==> config.mk <==
export PLATFORM = sky130hd
export DESIGN_NAME = alu_decode_stage
export DESIGN_NICKNAME = d
export VERILOG_FILES = /design/src/rtl/alu_decode_stage.sv
export SDC_FILE = /design/constraint.sdc
export NUM_CORES = 1
export LEC_CHECK = 0
export ABC_AREA = 1
export CAP_MARGIN = 20
export CORE_ASPECT_RATIO = 1.1
export CORE_MARGIN = 2
export CORE_UTILIZATION = 43
export CTS_CLUSTER_SIZE = 28
export DETAILED_ROUTE_END_ITERATION = 8
export GPL_TIMING_DRIVEN = 1
export HOLD_SLACK_MARGIN = 0.15
export PLACE_DENSITY_LB_ADDON = 0.25
export SYNTH_ARGS = -nofsm -noshare
export SYNTH_HDL_FRONTEND = slang
export SYNTH_SLANG_ARGS = --single-unit
==> constraint.sdc <==
create_clock -name clk -period 1.5 [get_ports clk]
set_input_delay 0.375 -clock clk [delete_from_list [all_inputs] [get_ports clk]]
set_output_delay 0.375 -clock clk [all_outputs]
set_load 0.02 [all_outputs]
==> src/rtl/alu_decode_stage.sv <==
// Registered RV32I decode stage: in_instr -> alu_ctrl/alu_src/imm_ext. Latency 1 cycle, 1/cycle throughput.
// Backpressure: 2-entry skid (M + S), in_ready is registered (!S valid) so out_ready never reaches in_ready.
module alu_decode_stage #(
  parameter int WIDTH = 32
) (
  input  logic             clk,
  input  logic             reset,
  input  logic             flush,
  input  logic             in_valid,
  output logic             in_ready,
  input  logic [31:0]      in_instr,
  output logic             out_valid,
  input  logic             out_ready,
  output logic [3:0]       alu_ctrl,
  output logic             alu_src,
  output logic [WIDTH-1:0] imm_ext,
  output logic             br_take_on_zero,
  output logic             is_branch,
  output logic             illegal
);

  localparam logic [3:0] ALU_ADD  = 4'b0000;
  localparam logic [3:0] ALU_SUB  = 4'b0001;
  localparam logic [3:0] ALU_AND  = 4'b0010;
  localparam logic [3:0] ALU_OR   = 4'b0011;
  localparam logic [3:0] ALU_XOR  = 4'b0100;
  localparam logic [3:0] ALU_SLT  = 4'b0101;
  localparam logic [3:0] ALU_SLTU = 4'b0110;
  localparam logic [3:0] ALU_SLL  = 4'b0111;
  localparam logic [3:0] ALU_SRL  = 4'b1000;
  localparam logic [3:0] ALU_SRA  = 4'b1001;

  localparam logic [6:0] OP_R      = 7'b0110011;
  localparam logic [6:0] OP_I      = 7'b0010011;
  localparam logic [6:0] OP_LOAD   = 7'b0000011;
  localparam logic [6:0] OP_STORE  = 7'b0100011;
  localparam logic [6:0] OP_BRANCH = 7'b1100011;

  typedef struct packed {
    logic [3:0]       alu_ctrl;
    logic             alu_src;
    logic [WIDTH-1:0] imm;
    logic             take_zero;
    logic             is_branch;
    logic             illegal;
  } dec_t;

  function automatic logic [3:0] f3_op(input logic [2:0] f3, input logic alt);
    logic [3:0] r;
    case (f3)
      3'b000:  r = alt ? ALU_SUB : ALU_ADD;
      3'b001:  r = ALU_SLL;
      3'b010:  r = ALU_SLT;
      3'b011:  r = ALU_SLTU;
      3'b100:  r = ALU_XOR;
      3'b101:  r = alt ? ALU_SRA : ALU_SRL;
      3'b110:  r = ALU_OR;
      default: r = ALU_AND;
    endcase
    return r;
  endfunction

  logic [6:0]       op;
  logic [2:0]       f3;
  logic [6:0]       f7;
  logic [WIDTH-1:0] imm_i, imm_s, imm_b;
  logic             unused_rs1;
  dec_t             dec_in;
  logic             legal;

  assign op         = in_instr[6:0];
  assign f3         = in_instr[14:12];
  assign f7         = in_instr[31:25];
  assign unused_rs1 = ^in_instr[19:15];
  assign imm_i      = {{(WIDTH-12){in_instr[31]}}, in_instr[31:20]};
  assign imm_s      = {{(WIDTH-12){in_instr[31]}}, in_instr[31:25], in_instr[11:7]};
  assign imm_b      = {{(WIDTH-13){in_instr[31]}}, in_instr[31], in_instr[7],
                       in_instr[30:25], in_instr[11:8], 1'b0};

  always_comb begin
    dec_in = '0;
    legal  = 1'b1;
    case (op)
      OP_R: begin
        dec_in.alu_ctrl = f3_op(f3, f7[5]);
        if (!(f7 == 7'b0000000 ||
              (f7 == 7'b0100000 && (f3 == 3'b000 || f3 == 3'b101))))
          legal = 1'b0;
      end
      OP_I: begin
        // only the right shift uses bit 30 as a variant; addi never becomes sub
        dec_in.alu_ctrl = f3_op(f3, (f3 == 3'b101) && f7[5]);
        dec_in.alu_src  = 1'b1;
        dec_in.imm      = imm_i;
        if (f3 == 3'b001 && f7 != 7'b0000000)
          legal = 1'b0;
        if (f3 == 3'b101 && f7 != 7'b0000000 && f7 != 7'b0100000)
          legal = 1'b0;
      end
      OP_LOAD: begin
        dec_in.alu_src = 1'b1;
        dec_in.imm     = imm_i;
      end
      OP_STORE: begin
        dec_in.alu_src = 1'b1;
        dec_in.imm     = imm_s;
      end
      OP_BRANCH: begin
        dec_in.is_branch = 1'b1;
        dec_in.imm       = imm_b;
        case (f3)
          3'b000:  begin dec_in.alu_ctrl = ALU_SUB;  dec_in.take_zero = 1'b1; end
          3'b001:  begin dec_in.alu_ctrl = ALU_SUB;  dec_in.take_zero = 1'b0; end
          3'b100:  begin dec_in.alu_ctrl = ALU_SLT;  dec_in.take_zero = 1'b0; end
          3'b101:  begin dec_in.alu_ctrl = ALU_SLT;  dec_in.take_zero = 1'b1; end
          3'b110:  begin dec_in.alu_ctrl = ALU_SLTU; dec_in.take_zero = 1'b0; end
          3'b111:  begin dec_in.alu_ctrl = ALU_SLTU; dec_in.take_zero = 1'b1; end
          default: legal = 1'b0;
        endcase
      end
      default: legal = 1'b0;
    endcase
    if (!legal) begin
      dec_in         = '0;
      dec_in.illegal = 1'b1;
    end
  end

  logic m_vld, s_vld;
  dec_t m_dat, s_dat;
  logic take_in, take_out;

  assign in_ready = !s_vld;
  assign take_in  = in_valid && in_ready;
  assign take_out = m_vld && out_ready;

  always_ff @(posedge clk or posedge reset) begin
    if (reset) begin
      m_vld <= 1'b0;
      s_vld <= 1'b0;
      m_dat <= '0;
      s_dat <= '0;
    end else if (flush) begin
      m_vld <= 1'b0;
      s_vld <= 1'b0;
      m_dat <= '0;
      s_dat <= '0;
    end else if (take_out) begin
      // S full implies in_ready=0, so no input can arrive in the same cycle
      if (s_vld) begin
        m_dat <= s_dat;
        s_vld <= 1'b0;
      end else if (take_in) begin
        m_dat <= dec_in;
      end else begin
        m_vld <= 1'b0;
      end
    end else if (take_in) begin
      if (!m_vld) begin
        m_dat <= dec_in;
        m_vld <= 1'b1;
      end else begin
        s_dat <= dec_in;
        s_vld <= 1'b1;
      end
    end
  end

  assign out_valid       = m_vld;
  assign alu_ctrl        = m_dat.alu_ctrl;
  assign alu_src         = m_dat.alu_src;
  assign imm_ext         = m_dat.imm;
  assign br_take_on_zero = m_dat.take_zero;
  assign is_branch       = m_dat.is_branch;
  assign illegal         = m_dat.illegal;

endmodule

# After elaboration in Yosys (flattened, before gate mapping)
# Index checks and enable logic that the tools add are counted.
[word_totals]
register_bits = 82
latchBits = 0
ramBits = 0
romBits = 0
inputBits = 37
wordCells = 99
memories = 0
[classes]
addsub = 0
multipliers = 0
n_div = 0
n_lt_le_gt_ge = 0
eq_ne = 18
shift = 0
n_mux = 37
n_bitwise = 0
n_reduce_logical = 30
[op_table]
columns = ["operator", "n"]
rows = [
  ["40-bit two-way mux", 11],
  ["32-bit one-hot mux with 3 select lines", 1],
  ["4-bit one-hot mux with 7 select lines", 2],
  ["7-bit by 6-bit equality test with 1-bit output, second input constant", 3],
  ["1-bit two-way mux", 19],
  ["3-bit equality test, second input constant", 4],
  ["4-bit one-hot mux with 3 select lines", 1],
  ["2-bit OR reduction", 5],
  ["3-bit one-hot mux with 3 select lines", 1],
  ["3-bit AND reduction", 3],
  ["3-bit nonzero test", 3],
  ["7-bit by 2-bit equality test with 1-bit output, second input constant", 1],
  ["7-bit by 5-bit equality test with 1-bit output, second input constant", 1],
  ["7-bit equality test, second input constant", 1],
  ["1-bit logical AND", 7],
  ["7-bit zero test", 1],
  ["7-bit by 6-bit inequality test with 1-bit output, second input constant", 1],
  ["7-bit nonzero test", 1],
  ["3-bit by 2-bit equality test with 1-bit output, second input constant", 2],
  ["3-bit inequality test, second input constant", 2],
  ["3-bit OR reduction", 2],
  ["6-bit OR reduction", 1],
  ["1-bit one-hot mux with 4 select lines", 1],
  ["2-bit nonzero test", 2],
  ["8 further kinds", 9],
]

# Longest topological paths before layout
# Gate-level depths: netlist of run 1.
[logic_depth]
ltp_word = 11
depth_mapped = 13

# Worst setup path before layout of run 1
# OpenSTA, ideal clock, no wires.
[synth_path]
path_kind = "in2reg"
from = "input in_instr[3]"
to = "register m_dat (netlist bit illegal)"
t_arrival_ps = 1394
path_slack_ps = -16
cell_stages = 12
path_buffers = 2
path_cell_list = "nor2_1 > nand2_2 > nor2_4 > nand2_2 > nand2_1 > clkinv_1 > nand3_2 > buf_6 > buf_6 > nand2_2 > o211ai_2 > nand2_1"
[synth_between]
elab_chain_cells = 8
word_cells_on_any_way = 14
cone_classes = "5 x eq/ne; 8 x mux; 1 x reduce/logical"
[synth_rtl]
columns = ["element", "line", "rtl"]
rows = [
  ["start, declared", "11", "input logic [31:0] in_instr,"],
  ["7-bit by 6-bit equality test with 1-bit output / 7-bit by 2-bit equality test with 1-bit output (equally long branches)", "83", "case (op)"],
  ["2-bit OR reduction (no line)", "n/a", ""],
  ["1-bit one-hot mux with 4 select lines (*)", "83", ""],
  ["40-bit two-way mux (*)", "123", "if (!legal) begin"],
  ["40-bit two-way mux (on tied branches)", "159, 153", ""],
  ["40-bit two-way mux (on tied branches)", "158, 150", ""],
  ["40-bit two-way mux (*)", "148", "end else if (take_out) begin"],
  ["40-bit two-way mux (*)", "143", "end else if (flush) begin"],
  ["end signal, assigned", "151", "m_dat <= s_dat;"],
  ["end signal, assigned", "154", "m_dat <= dec_in;"],
  ["end signal, assigned", "160", "m_dat <= dec_in;"],
  ["end, declared", "130", "dec_t m_dat, s_dat;"],
]
# Every way passes the cells marked *; elsewhere a longest branch is shown, timed or not. The select of a mux whose other input is x is not followed.
# A chain may end at the register's enable or synchronous reset.

# Final worst setup path of run 1
[layout_path]
from = "register s_vld"
to = "output in_ready"
[layout_between]
elab_chain_cells = 1
[layout_rtl]
columns = ["element", "line", "rtl"]
rows = [
  ["start, declared", "129", "logic m_vld, s_vld;"],
  ["start signal, assigned", "140", "s_vld <= 1'b0;"],
  ["start signal, assigned", "145", "s_vld <= 1'b0;"],
  ["start signal, assigned", "152", "s_vld <= 1'b0;"],
  ["1-bit zero test", "133", "assign in_ready = !s_vld;"],
  ["end, declared", "10", "output logic in_ready,"],
]
# No other way between the ends.

==> impl_metrics.env, run 1 <==
export IMPL_path_class="flop to output pin"
export IMPL_hpwl_um=4990
export IMPL_area_growth_synth_to_final_pct=52.6
export IMPL_final_nets=504
export IMPL_leakagePower_nw=2.03
export IMPL_netlist_area_sq_mm=0.00258
export IMPL_dieWidth_um=77.9
export IMPL_setup_viol=0
export IMPL_gp_congestion=0.919
export IMPL_post_drt_wl_per_cell_um=14.2
export IMPL_instances_no_fill=545
export IMPL_synth_fa_ha_area_share_pct=0
export IMPL_start_util_pct=44.7
export IMPL_r2r_worst_path_cells=9
export IMPL_synth_cells=353
export IMPL_r2r_start="out_valid$_DFFE_PP0P_"
export IMPL_clock_skew_ns=0.00278
export IMPL_critPathMaxFanout=3
export IMPL_slew_limit_headroom_pct=82.2
export IMPL_crit_arrival_ns=1.09
export IMPL_die_height_um=85.2
export IMPL_grt_max_degree=45
export IMPL_hold_ws_ns=0.412
export IMPL_dp_cells=519
export IMPL_cts_buffer_depth=2
export IMPL_worstMarginPinSlew_ns=0.267
export IMPL_ir_drop_v=0.000387
export IMPL_cp_data_required_time_ns=1.12
export IMPL_vias=2790
export IMPL_place_port_buffers=73
export IMPL_pin_count=79
export IMPL_cts_buffers=5
export IMPL_cts_sinks=44
export IMPL_cts_tree="yes"
export IMPL_synth_xor_xnor_area_share_pct=0
export IMPL_die_area_sq_mm=0.00664
export IMPL_synth_compound_area_share_pct=19.9
export IMPL_diodes=0
export IMPL_route_detailed_drc=0
export IMPL_gr_total_overflow=0
export IMPL_cap_violations=0
export IMPL_synth_seq_cells=44
export IMPL_drt_wl_total_um=7720
export IMPL_clockRootBuffer="clkbuf_8"
export IMPL_grt_pass1_wl_um=12300
export IMPL_min_period_ns=1.46
export IMPL_worstPathCellList="inv_2 > clkdlybuf4s15_2"
export IMPL_path_clk_slew_ns=0.08
export IMPL_p_per_area_mw_per_mm2=700
export IMPL_track_usage_pct=23.0
export IMPL_hold_viol=0
export IMPL_postSynthAreaPerCell_sq_um=7.31
export IMPL_insertion_delay_ns=0.30
export IMPL_ys_types=25
export IMPL_yosysWarnings=0
export IMPL_p_total_mw=2.76
export IMPL_syn_nets=390
export IMPL_hold_class="primary input to async pin"
export IMPL_grt_pass1_vias=2591
export IMPL_core_rowCount=29
export IMPL_synth_mux_area_share_pct=0
export IMPL_core_area_sq_mm=0.00577
export IMPL_layout_drive_gt1_share_pct=37.4
export IMPL_drv_slew=0
export IMPL_startpoint_type="flop"
export IMPL_final_util_pct=68.2
export IMPL_synth_top_family_by_area="simple AND/OR/NAND/NOR gates"
export IMPL_htree_num_levels=2
export IMPL_max_freq_mhz=683
export IMPL_final_fill_count=481
export IMPL_first_pass_iters=5
export IMPL_synth_seq_area_share_pct=42.7
export IMPL_rsz0062_at_grt="yes"
export IMPL_finalCritPeriodShare_pct=97.7
export IMPL_crit_slowest_cell="dfrtp_1"
export IMPL_yosys_area_share_simple_pct=23.2
export IMPL_ant_nets=0
export IMPL_slowest_delay_ns=0.42
export IMPL_vias_per_cell=5.12
export IMPL_r2r_end="imm_ext[30]$_DFFE_PP0P_"
export IMPL_critPathLaunch="s_vld$_DFFE_PP0P_"
export IMPL_antenna_found_initial=0
export IMPL_drtIter0Drc=231
export IMPL_status="completed"
export IMPL_worstSetupEndpointType="output pin"
export IMPL_cts_hold_buf=0
export IMPL_r2r_setup_slack_ns=0.06
## Yosys cell counts
cell type / n / area share (%)
nor2_1: 21 / 3.1
o21ai_1: 24 / 4.7
a21oi_1: 20 / 3.9
inv_1: 24 / 3.5
nand3b_1: 1 / 0.29
nand3_2: 1 / 0.39
o211ai_2: 1 / 0.48
buf_6: 4 / 1.7
clkbuf_1: 8 / 1.2
buf_2: 2 / 0.39
buf_4: 21 / 6.1
a21oi_2: 3 / 1.0
nor2_2: 2 / 0.48
o21ai_0: 38 / 7.4
nand4_1: 2 / 0.48
nand2_2: 4 / 0.97
dfrtp_1: 44 / 43
clkinv_1: 1 / 0.15
nor3_1: 1 / 0.19
o22ai_1: 9 / 2.2
nand2_1: 99 / 14
nand3_1: 13 / 2.5
inv_2: 8 / 1.2
nor2_4: 1 / 0.44
o211ai_1: 1 / 0.29
## power by group
group / total (mW) / internal, mW / switching [mW]
Clock: 0.784 / 0.368 / 0.416
Sequential: 1.24 / 1.22 / 0.0235
Combinational: 0.734 / 0.331 / 0.403
Total: 2.76 / 1.92 / 0.843
## logic make-up after synthesis
group	after synthesis
simple gates	145
compound gates	96
buf+inv	68
flops	44
## critical path: cells and delay by family (launching register included)
| family | cells | cell delay, ns |
|---|---|---|
| buffers and inverters | 2 | 0.37 |
| DFF | 1 | 0.42 |
## state kept, by name, indices dropped and copies added, names as in the netlist
name / count
br_take_on_zero: 1
alu_ctrl: 4
imm_ext: 13
out_valid: 1
illegal: 1
s_vld: 1
s_dat: 21
alu_src: 1
is_branch: 1
## per-layer routing
| metal | wire length [um] | GRT usage (%) | vias to the layer above |
|---|---|---|---|
| met2 | 3850 | 39.1 | 125 |
| met1 | 3200 | 29.8 | 1289 |
| met3 | 563 | 4.15 | 15 |
| li1 | - | - | 1361 |
| met4 | 106 | 7.31 | 0 |
| met5 | 0 | 0 | - |
## worst max path at each step
stage	cells past startpoint	endpoint	slack, ns
after floorplan	1	out_valid$_DFFE_PP0P_	-0.004
after global placement	12	s_dat[2]$_DFFE_PP0P_	-0.57
after detailed placement	12	s_dat[2]$_DFFE_PP0P_	-0.62
after CTS	13	imm_ext[4]$_DFFE_PP0P_	-0.03
after global routing	9	imm_ext[30]$_DFFE_PP0P_	-0.02
final	2	in_ready	0.04
## metrics by stage
step / worst slack, ns / cell area, sq um / TNS (ns)
floorplan: -0.00378 / 2580 / -0.00404
global placement: -0.572 / 3640 / -20.88
detailed placement: -0.624 / 3640 / -23.00
CTS: -0.0288 / 3950 / -0.0298
global route: -0.0250 / 3940 / -0.101
finish: 0.0351 / 3940 / 0
## layout by cell type, fill, tap and decap left out, types with 7 or more instances in the layout
cell	count
nand2_1	87
buf_4	54
dfrtp_1	43
o21ai_1	39
dlygate4sd2_1	24
buf_2	23
inv_1	20
a21oi_1	19
o21ai_0	18
clkbuf_2	14
nand2_2	11
nand3_1	11
clkdlybuf4s50_1	11
inv_2	10
nor2_2	10
buf_12	9
nor2_1	8
o22ai_1	7
## area by class of cell
type	instances	area, sq um	share of cell area, %
multi-input cells	241	1280	32.6
repair buffers	142	1230	31.3
flip-flops and latches	44	1100	28.0
inverters	33	129	3.27
well taps	77	96.3	2.45
clock buffers	6	82.6	2.10
clock inverters	2	10.0	0.254
## timing repair
item / CTS / global route
gates resized for setup: 153 / 85
cloned: 3 / 1
endpoints found under the setup margin: 83 / 60
buffers inserted: 8 / 6
pin swaps: 29 / 39
Power figures use the tool's default switching activity.
==> inputs of run 2 (changes only) <==
Settings changed: CELL_PAD_IN_SITES_DETAIL_PLACEMENT from default to 0, CELL_PAD_IN_SITES_GLOBAL_PLACEMENT from default to 1, CORE_UTILIZATION 43 to 30, PLACE_DENSITY from default to 0.85, PLACE_DENSITY_LB_ADDON 0.25 to default, SETUP_SLACK_MARGIN from default to 0.5.
==> impl_metrics.env, run 2 (same netlist as run 1, synthesis figures left out) <==
export IMPL_drv_slew=0
export IMPL_crit_slowest_cell="nand3_4"
export IMPL_track_usage_pct=19.3
export IMPL_cts_buffer_depth=2
export IMPL_critPathMaxFanout=6
export IMPL_clockRootBuffer="clkbuf_8"
export IMPL_dp_cells=552
export IMPL_cts_tree="yes"
export IMPL_htree_num_levels=2
export IMPL_drtIter0Drc=178
export IMPL_r2r_end="imm_ext[11]$_DFFE_PP0P_"
export IMPL_setup_viol=1
export IMPL_place_port_buffers=73
export IMPL_finalCritPeriodShare_pct=100
export IMPL_path_clk_slew_ns=0.09
export IMPL_status="finished with violations"
export IMPL_p_total_mw=3.15
export IMPL_grt_pass1_vias=3029
export IMPL_rsz0062_at_grt="yes"
export IMPL_hold_class="primary input to async pin"
export IMPL_dieWidth_um=92.4
export IMPL_core_rowCount=35
export IMPL_antenna_found_initial=0
export IMPL_worst_path_most_repeated_cell="nand2_2"
export IMPL_min_period_ns=1.50
export IMPL_die_height_um=101
export IMPL_fin_ws_ns=-0.00279
export IMPL_cts_sinks=44
export IMPL_worst_path_buf_inv=3
export IMPL_violations="setup timing"
export IMPL_first_pass_iters=5
export IMPL_final_cell_mix="70 x buf_4, 61 x nand2_1, 58 x buf_6"
export IMPL_cap_violations=0
export IMPL_startpoint_type="primary input"
export IMPL_final_common_cell="buf_4"
export IMPL_grt_max_degree=22
export IMPL_regArea_sq_mm=0.00111
export IMPL_layout_drive_gt1_share_pct=56.6
export IMPL_post_drt_wl_per_cell_um=15.6
export IMPL_path_class="primary input to flop"
export IMPL_max_freq_mhz=665
export IMPL_worstSetupEndpointType="flop"
export IMPL_instances_no_fill=606
export IMPL_worstPathCellList="buf_6 > nor2_4 > nand2_2 > nor2_4 > nand2_2 > nand2_2 > nand2_2 > nand3_4 > buf_12 > buf_16 > a21oi_2 > o21ai_1"
export IMPL_r2r_start="s_vld$_DFFE_PP0P_"
export IMPL_grt_pass1_wl_um=14400
export IMPL_largest_register="s_dat"
export IMPL_core_area_sq_mm=0.00836
export IMPL_critPathLaunch="in_instr[29]"
export IMPL_p_per_area_mw_per_mm2=650
export IMPL_crit_arrival_ns=1.74
export IMPL_diodes=0
export IMPL_insertion_delay_ns=0.31
export IMPL_place_ws_ns=-0.621
export IMPL_final_nets=531
export IMPL_hold_viol=0
export IMPL_gp_congestion=0.829
export IMPL_hpwl_um=5470
export IMPL_slew_limit_headroom_pct=77.2
export IMPL_drt_wl_total_um=9460
export IMPL_r2r_setup_slack_ns=0.02
export IMPL_die_area_sq_mm=0.00936
export IMPL_leakagePower_nw=2.39
export IMPL_gr_total_overflow=0
export IMPL_area_growth_synth_to_final_pct=87.9
export IMPL_vias=2987
export IMPL_pin_count=79
export IMPL_route_detailed_drc=0
export IMPL_path_delay_family="simple AND/OR/NAND/NOR gates"
export IMPL_cts_buffers=5
export IMPL_slowest_delay_ns=0.18
export IMPL_clock_skew_ns=0.00766
export IMPL_r2r_worst_path_cells=8
export IMPL_worstMarginPinSlew_ns=0.341
export IMPL_vias_per_cell=4.93
export IMPL_largest_reg_flops=21
export IMPL_ant_nets=0
export IMPL_ir_drop_v=0.000406
export IMPL_cp_data_required_time_ns=1.73
export IMPL_start_util_pct=30.8
export IMPL_final_fill_count=712
export IMPL_multi_input_area_sq_mm=0.00161
-- run 2: layout make-up --
type	count	area share (%)
multi-input cells	241	33.2
flip-flops and latches	44	22.8
repair buffers	169	36.0
clock buffers	6	1.50
inverters	33	2.86
clock inverters	2	0.723
well taps	111	2.86
-- run 2: how the worst max path moves through the flow --
stage | slack, ns | to | cells past startpoint
global route | -0.08 | imm_ext[0]$_DFFE_PP0P_ | 12
detailed placement | -0.62 | s_dat[2]$_DFFE_PP0P_ | 12
CTS | 0.009 | imm_ext[13] | 2
global placement | -0.55 | s_dat[2]$_DFFE_PP0P_ | 11
floorplan | 0.03 | illegal$_DFFE_PP0P_ | 12
finish | -0.003 | imm_ext[0]$_DFFE_PP0P_ | 12
-- run 2: timing repair --
item	CTS	global route
gates resized for setup	410	77
endpoints found under the setup margin	86	86
hold buffers	0	0
pin swaps	44	35
cloned	8	1
setup buffers	28	9
endpoints found under the hold margin	0	0
-- run 2: stage by stage --
step / util [%] / setup TNS (ns) / cell area, sq um / hold slack, ns
finish: 58.0 / -0.00279 / 4850 / 0.380
global route: 58.0 / -0.720 / 4850 / 0.409
CTS: 53.7 / 0 / 4490 / 0.384
detailed placement: 44.6 / -23.15 / 3730 / 0.469
global placement: 44.6 / -20.65 / 3730 / 0.463
floorplan: - / 0 / 2750 / 0.379
-- run 2: report_power, final --
part | switching, mW | internal [mW]
clock | 0.426 | 0.495
combinational | 0.501 | 0.483
sequential | 0.0306 | 1.22
-- run 2: routing by layer --
| metal | GRT usage (%) | vias up | routed length [um] |
|---|---|---|---|
| met4 | 7.81 | 0 | 276 |
| met5 | 0 | - | 0 |
| met2 | 35.2 | 104 | 4980 |
| li1 | - | 1420 | - |
| met3 | 3.35 | 25 | 516 |
| met1 | 22.4 | 1438 | 3680 |
